### config.mk
export PLATFORM = sky130hd
export DESIGN_NAME = memory_read_pixel_extractor
export DESIGN_NICKNAME = d
export VERILOG_FILES = /design/src/rtl/memory_read_pixel_extractor.sv
export SDC_FILE = /design/constraint.sdc
export NUM_CORES = 1
export LEC_CHECK = 0
export CAP_MARGIN = 25
export CORE_MARGIN = 2
export CORE_UTILIZATION = 50
export DETAILED_ROUTE_END_ITERATION = 8
export GPL_TIMING_DRIVEN = 0
export PLACE_DENSITY_LB_ADDON = 0.05
export SKIP_CTS_REPAIR_TIMING = 1
export SYNTH_ARGS = -nofsm -noshare
export SYNTH_HDL_FRONTEND = slang
export SYNTH_SLANG_ARGS = --single-unit
### constraint.sdc
create_clock -name aclk -period 3.08 [get_ports aclk]
set_input_delay 0.616 -clock aclk [delete_from_list [all_inputs] [get_ports aclk]]
set_output_delay 0.616 -clock aclk [all_outputs]
set_load 0.01 [all_outputs]
### src/rtl/memory_read_pixel_extractor.sv
// memory_read_pixel_extractor
//   Pairs the fetch stream (pixel indices) with the AXI R beats produced by the
//   companion request generator. It keeps one STREAM_WIDTH-bit line plus its tag.
//   A fetch that hits the line returns its pixel one cycle after it is accepted.
//   A fetch that misses waits for the next R beat. That beat refills the line,
//   and the pixel comes straight out of rdata.
//
//   Ports:
//     aclk, resetn            clock, async active-low reset
//     s_fetch_axis_*          fetch stream in (tdest = pixel index, tlast = group end)
//     s_mem_axi_r*            AXI read-data channel in (single-beat bursts)
//     m_pixel_axis_*          pixel stream out (tlast copied from the fetch)
//     error                   sticky protocol error flag
//
//   Optional feature macro: MEMORY_READ_PIXEL_ERROR_CHECK_EN
//     defined   : error is set on an rid/rresp/rlast mismatch
//     undefined : error tied low and rid/rresp/rlast are ignored
module memory_read_pixel_extractor #(
  parameter int STREAM_WIDTH = 32,
  parameter int ADDR_WIDTH   = 32,
  parameter int ID_WIDTH     = 8,
  parameter int PIXEL_WIDTH  = 16
) (
  input  logic                    aclk,
  input  logic                    resetn,
  input  logic                    s_fetch_axis_tvalid,
  output logic                    s_fetch_axis_tready,
  input  logic                    s_fetch_axis_tlast,
  input  logic [ADDR_WIDTH-1:0]   s_fetch_axis_tdest,
  input  logic [ID_WIDTH-1:0]     s_mem_axi_rid,
  input  logic [STREAM_WIDTH-1:0] s_mem_axi_rdata,
  input  logic [1:0]              s_mem_axi_rresp,
  input  logic                    s_mem_axi_rlast,
  input  logic                    s_mem_axi_rvalid,
  output logic                    s_mem_axi_rready,
  output logic                    m_pixel_axis_tvalid,
  input  logic                    m_pixel_axis_tready,
  output logic                    m_pixel_axis_tlast,
  output logic [PIXEL_WIDTH-1:0]  m_pixel_axis_tdata,
  output logic                    error
);

  localparam int NPIX   = STREAM_WIDTH / PIXEL_WIDTH;
  localparam int IDX_W  = $clog2(NPIX);
  localparam int IDX_WS = (IDX_W > 0) ? IDX_W : 1;
  localparam int TAG_W  = ADDR_WIDTH - IDX_W;

  typedef enum logic {S_IDLE, S_WAIT_BEAT} state_t;

  state_t                  r_state, w_next_state;
  logic [STREAM_WIDTH-1:0] r_line;
  logic [TAG_W-1:0]        r_line_tag;
  logic                    r_line_valid;
  logic [TAG_W-1:0]        r_tag;     // tag of the fetch that is waiting for a beat
  logic [IDX_WS-1:0]       r_idx;
  logic                    r_tlast;
  logic                    r_out_valid;
  logic                    r_out_last;
  logic [PIXEL_WIDTH-1:0]  r_out_data;

  logic [TAG_W-1:0]        w_fetch_tag;
  logic [IDX_WS-1:0]       w_fetch_idx;
  logic [PIXEL_WIDTH-1:0]  w_hit_pix, w_beat_pix;
  logic                    w_out_free, w_hit;
  logic                    w_fetch_ready, w_rready;
  logic                    w_fetch_acc, w_beat_acc;

  logic [NPIX-1:0][PIXEL_WIDTH-1:0] w_line_pix, w_rdata_pix;
  assign w_line_pix  = r_line;
  assign w_rdata_pix = s_mem_axi_rdata;
  assign w_fetch_tag = s_fetch_axis_tdest[ADDR_WIDTH-1:IDX_W];

  // When a line holds only one pixel there is no index field.
  generate
    if (IDX_W > 0) begin : g_idx
      assign w_fetch_idx = s_fetch_axis_tdest[IDX_W-1:0];
      assign w_hit_pix   = w_line_pix[w_fetch_idx];
      assign w_beat_pix  = w_rdata_pix[r_idx];
    end else begin : g_noidx
      assign w_fetch_idx = '0;
      assign w_hit_pix   = w_line_pix[0];
      assign w_beat_pix  = w_rdata_pix[0];
    end
  endgenerate

  // The output register is free if it is empty or is drained this cycle.
  assign w_out_free = !r_out_valid || m_pixel_axis_tready;
  assign w_hit      = r_line_valid && (w_fetch_tag == r_line_tag);

  always_comb begin
    w_next_state  = r_state;
    w_fetch_ready = 1'b0;
    w_rready      = 1'b0;
    case (r_state)
      S_IDLE: begin
        w_fetch_ready = w_out_free;
        if (s_fetch_axis_tvalid && w_out_free && !w_hit) w_next_state = S_WAIT_BEAT;
      end
      S_WAIT_BEAT: begin
        // Hold off a beat until its pixel has somewhere to go. The beat then
        // stalls on the bus and is never dropped.
        w_rready = w_out_free;
        if (s_mem_axi_rvalid && w_out_free) w_next_state = S_IDLE;
      end
      default: w_next_state = S_IDLE;
    endcase
  end

  assign w_fetch_acc = s_fetch_axis_tvalid && w_fetch_ready;
  assign w_beat_acc  = s_mem_axi_rvalid && w_rready;

  always_ff @(posedge aclk or negedge resetn) begin
    if (!resetn) r_state <= S_IDLE;
    else         r_state <= w_next_state;
  end

  always_ff @(posedge aclk or negedge resetn) begin
    if (!resetn) begin
      r_line       <= '0;
      r_line_tag   <= '0;
      r_line_valid <= 1'b0;
      r_tag        <= '0;
      r_idx        <= '0;
      r_tlast      <= 1'b0;
      r_out_valid  <= 1'b0;
      r_out_last   <= 1'b0;
      r_out_data   <= '0;
    end else begin
      if (w_fetch_acc && w_hit) begin
        r_out_valid <= 1'b1;
        r_out_data  <= w_hit_pix;
        r_out_last  <= s_fetch_axis_tlast;
        // A group end drops the line, so the next fetch misses. This matches the
        // generator resetting its tag and keeps beats paired 1:1 with requests.
        if (s_fetch_axis_tlast) r_line_valid <= 1'b0;
      end else if (w_beat_acc) begin
        r_out_valid  <= 1'b1;
        r_out_data   <= w_beat_pix;
        r_out_last   <= r_tlast;
        r_line       <= s_mem_axi_rdata;
        r_line_tag   <= r_tag;
        r_line_valid <= !r_tlast;
      end else if (m_pixel_axis_tready) begin
        r_out_valid <= 1'b0;
      end
      if (w_fetch_acc && !w_hit) begin
        r_tag   <= w_fetch_tag;
        r_idx   <= w_fetch_idx;
        r_tlast <= s_fetch_axis_tlast;
      end
    end
  end

  assign s_fetch_axis_tready = w_fetch_ready;
  assign s_mem_axi_rready    = w_rready;
  assign m_pixel_axis_tvalid = r_out_valid;
  assign m_pixel_axis_tlast  = r_out_last;
  assign m_pixel_axis_tdata  = r_out_data;

`ifdef MEMORY_READ_PIXEL_ERROR_CHECK_EN
  // The generator issues arid 1, 2, 3, ... in order, so each beat must carry
  // the next ID in that sequence.
  logic [ID_WIDTH-1:0] r_exp_id;
  logic                r_err;
  always_ff @(posedge aclk or negedge resetn) begin
    if (!resetn) begin
      r_exp_id <= ID_WIDTH'(1);
      r_err    <= 1'b0;
    end else if (w_beat_acc) begin
      r_exp_id <= r_exp_id + 1'b1;
      if (s_mem_axi_rid != r_exp_id || s_mem_axi_rresp != 2'b00 || !s_mem_axi_rlast)
        r_err <= 1'b1;
    end
  end
  assign error = r_err;
`else
  logic w_unused_rchk;
  assign w_unused_rchk = ^{s_mem_axi_rid, s_mem_axi_rresp, s_mem_axi_rlast};
  assign error = 1'b0;
`endif

endmodule

==> metrics.txt, run 1 <==
DR WL/cell=about 17 microns; drt total wl=12300 microns; FF-to-FF path depth=7; diode count=0; Worst Tran Pin Value=807 ps; register bit count reported by yosys=116; die width=105 microns; WS Path Type=primary input to register; Final Setup Violations=0; FMAX=around 350 MHz; Rows=36; Final period util=0.919; R2R setup slack=470 ps; Layout fillers=around 790; DPL Wire Length=a little over 8000 microns; initial antenna violation count=0; Mapped Nets=567; Final WS setup=248 ps; Min Hold Slack=-4.08 ps; clock transition at the registers of the reported paths=roughly 60 ps; number of synthesized flops with an enable pin=0; TritonCTS clock tree=yes; critical path fanouts, max=10; GRT Residual Overflow=0; Final Hold Viols=2; CTS Root Cell=clkbuf_8; antenna viol nets, final=0; post-synth top area cell=dfrtp_1; worst min-delay path class=primary input to async pin; Initial Utilization=0.520; power per cell area=978 nW/um^2; Worst slew margin=0.462; first-pass GRT wire length=20400 microns; Post-Route Skew=about 17 ps; Leakage=about 3.2 nW; post-synthesis sequential area ratio=0.569; Multi-input gate area=2090 sq um; fin area=6750 sq um; number of buffers on the longest clock path=2; core area=9820 sq um; Num CTS Buffers=17; critical path data arrival time=~3200 ps; Synth async-reset ratio=1.00; vias=3845; final non-filler cell total=740; vias per cell=between 5 and 6; ranking of synthesized cells by area=dfrtp_1 (57%), nand2_1 (14%), mux2_2 (11%), a221o_1 (3.3%), mux2i_1 (3.1%); # Max-Cap Violations=0; most used flip-flop cell after synthesis=dfrtp_1; RSZ-0062 raised after global routing=false; Tot GR Track Use=0.239; Port Buf Inserts=between 80 and 90; Die Span Y=between 100 and 150 microns; failing checks=negative hold slack; Critical Path Sink Type=register; # IOs=102; syn avg cell area=10.5 sq um; Final Critical Period=2830 ps; library cells used by synthesis=25; worst skew pair latency=520 ps; Post-Syn Instances=486; Final Max Tran Viols=0; Post-DP Area=between 6000 and 7000 sq um; Final nets=675; register area=2900 sq um; DRT iter0 DRCs=157; die area=11000 sq um; H-tree levels=4; worst reg2reg startpoint=r_line_tag[30]$_DFFE_PN0P_; startpoint types=primary input; layout cells sized above 1=0.142; count leader, synth=nand2_1; Placed Cells=708; status=complete, but fails checks; commonest cells in the netlist=nand2_1 (193), dfrtp_1 (116), mux2_2 (49), nor2_1 (19), a221o_1 (17); Pre-Repair DR Iteration Count=4; # DRC=0; largest net degree at the start of global routing=81; vias in the first global route=4131; GPL Wtd Cong=0.809; worst vdd ir=roughly 0.00073 V; Reg2Reg Capture Point=r_tag[24]$_DFFE_PN0P_; synth-to-layout area growth=32.2%; CTS Sinks=116; Synth top area share=0.569; Synth Cell Area=5100 sq um; pre-CTS setup slack=-267 ps; Synth Warn #=0; worst endpoint required time=3470 ps
-- metrics by stage --
| stage | setup TNS, ps | power, mW | util |
|---|---|---|---|
| floorplan | 0 | 3.94 | - |
| global route | 0 | 7.00 | 0.687 |
| finish | 0 | 6.60 | 0.687 |
| detailed placement | -9380 | 4.73 | 0.629 |
| global placement | -359130 | 4.62 | 0.626 |
| CTS | 0 | 6.65 | 0.687 |
-- worst max path at each step --
| stage | slack, ps | endpoint | depth (start not counted) | start |
|---|---|---|---|---|
| 5_1_grt | 60 | r_tag[15]$_DFFE_PN0P_ | 8 | s_fetch_axis_tdest[31] |
| 4_1_cts | 240 | r_tag[24]$_DFFE_PN0P_ | 8 | s_fetch_axis_tdest[31] |
| 3_5_place_dp | -270 | r_tag[24]$_DFFE_PN0P_ | 8 | s_fetch_axis_tdest[31] |
| 3_3_place_gp | -3020 | r_line_tag[17]$_DFFE_PN0P_ | 1 | resetn |
| 6_report | 250 | r_tag[24]$_DFFE_PN0P_ | 8 | s_fetch_axis_tdest[31] |
| 2_1_floorplan | 660 | m_pixel_axis_tdata[10]$_DFFE_PN0P_ | 7 | s_fetch_axis_tdest[16] |
-- cell usage in the layout (no fill, tap or decap) --
cell type,netlist,routed
nand2_1,193,193
dfrtp_1,116,116
clkdlybuf4s50_1,0,87
mux2_2,49,49
nor2_1,19,19
a221o_1,17,17
xor2_1,16,16
clkbuf_1,13,16
mux2i_1,16,16
clkbuf_16,0,16
xnor2_1,15,15
buf_1,9,9
nand4_1,5,5
nor4_1,4,4
clkbuf_8,0,4
clkinv_2,0,4
clkinvlp_4,0,3
and2_1,2,2
buf_6,1,2
bufinv_16,0,2
nand2b_1,1,1
nor2b_1,1,1
or4_4,1,1
a21o_1,1,1
and3_1,1,1
nor3_4,1,1
nor2_4,1,1
buf_2,1,1
a211oi_1,1,1
buf_4,1,1
conb_1,1,1
buf_16,0,1
-- critical path, stage by stage --
cell,delay (ps)
clkdlybuf4s50_1,510
xor2_1,240
nor4_1,120
nand4_1,190
nor2_1,60
nor2_1,490
clkbuf_1,580
mux2_2,410
-- registers in the layout, indices dropped and copies added, names as in the netlist --
signal	cells
m_pixel_axis_tdata	16
m_pixel_axis_tlast	1
m_pixel_axis_tvalid	1
r_idx	1
r_line	32
r_line_tag	31
r_line_valid	1
r_state	1
r_tag	31
r_tlast	1
-- routing by layer --
| metal | vias up | routed length (microns) | global-route usage |
|---|---|---|---|
| met5 | - | 0 | 0 |
| met4 | 0 | 213 | 0.0781 |
| met3 | 20 | 624 | 0.0774 |
| met2 | 109 | 6330 | 0.415 |
| met1 | 1897 | 5090 | 0.281 |
| li1 | 1819 | - | - |
-- layout make-up --
cell class | count | area share
buffer | 25 | 0.0158
clock buffer | 23 | 0.0692
clock inverter | 9 | 0.0152
multi-input combinational | 345 | 0.310
timing repair buffer | 89 | 0.135
sequential | 116 | 0.430
tap | 133 | 0.0247
-- logic make-up after synthesis --
family                 share of synthesized area
flip-flops                                 0.569
multiplexers                               0.139
other                                   0.000735
buffers and inverters                     0.0208
AND/OR/NAND/NOR                            0.181
XOR/XNOR                                  0.0532
AO/OA/AOI/OAI                             0.0363
-- power breakdown --
part / total [mW] / switching [mW] / internal (mW)
Clock: 1.88 / 0.673 / 1.21
Sequential: 2.68 / 0.423 / 2.26
Combinational: 2.03 / 0.965 / 1.07
(Power assumes the default switching activity.)
==> inputs of run 2 (changes only) <==
--- a/config.mk
+++ b/config.mk
@@ -5,7 +5,7 @@
 export SDC_FILE = /design/constraint.sdc
 export NUM_CORES = 1
 export LEC_CHECK = 0
-export CAP_MARGIN = 25
+export ABC_CLOCK_PERIOD_IN_PS = 3080
 export CORE_MARGIN = 2
 export CORE_UTILIZATION = 50
 export DETAILED_ROUTE_END_ITERATION = 8
==> results of run 2 <==
No change in the layout: final DEF, timing and power equal those of run 1.
==> inputs of run 3 (changes only) <==
--- a/config.mk
+++ b/config.mk
@@ -8,6 +8,7 @@
 export ABC_CLOCK_PERIOD_IN_PS = 3080
 export CORE_MARGIN = 2
 export CORE_UTILIZATION = 50
+export CTS_CLUSTER_DIAMETER = 200
 export DETAILED_ROUTE_END_ITERATION = 8
 export GPL_TIMING_DRIVEN = 0
 export PLACE_DENSITY_LB_ADDON = 0.05
==> results of run 3 <==
No change in the layout: final DEF, timing and power equal those of run 1.
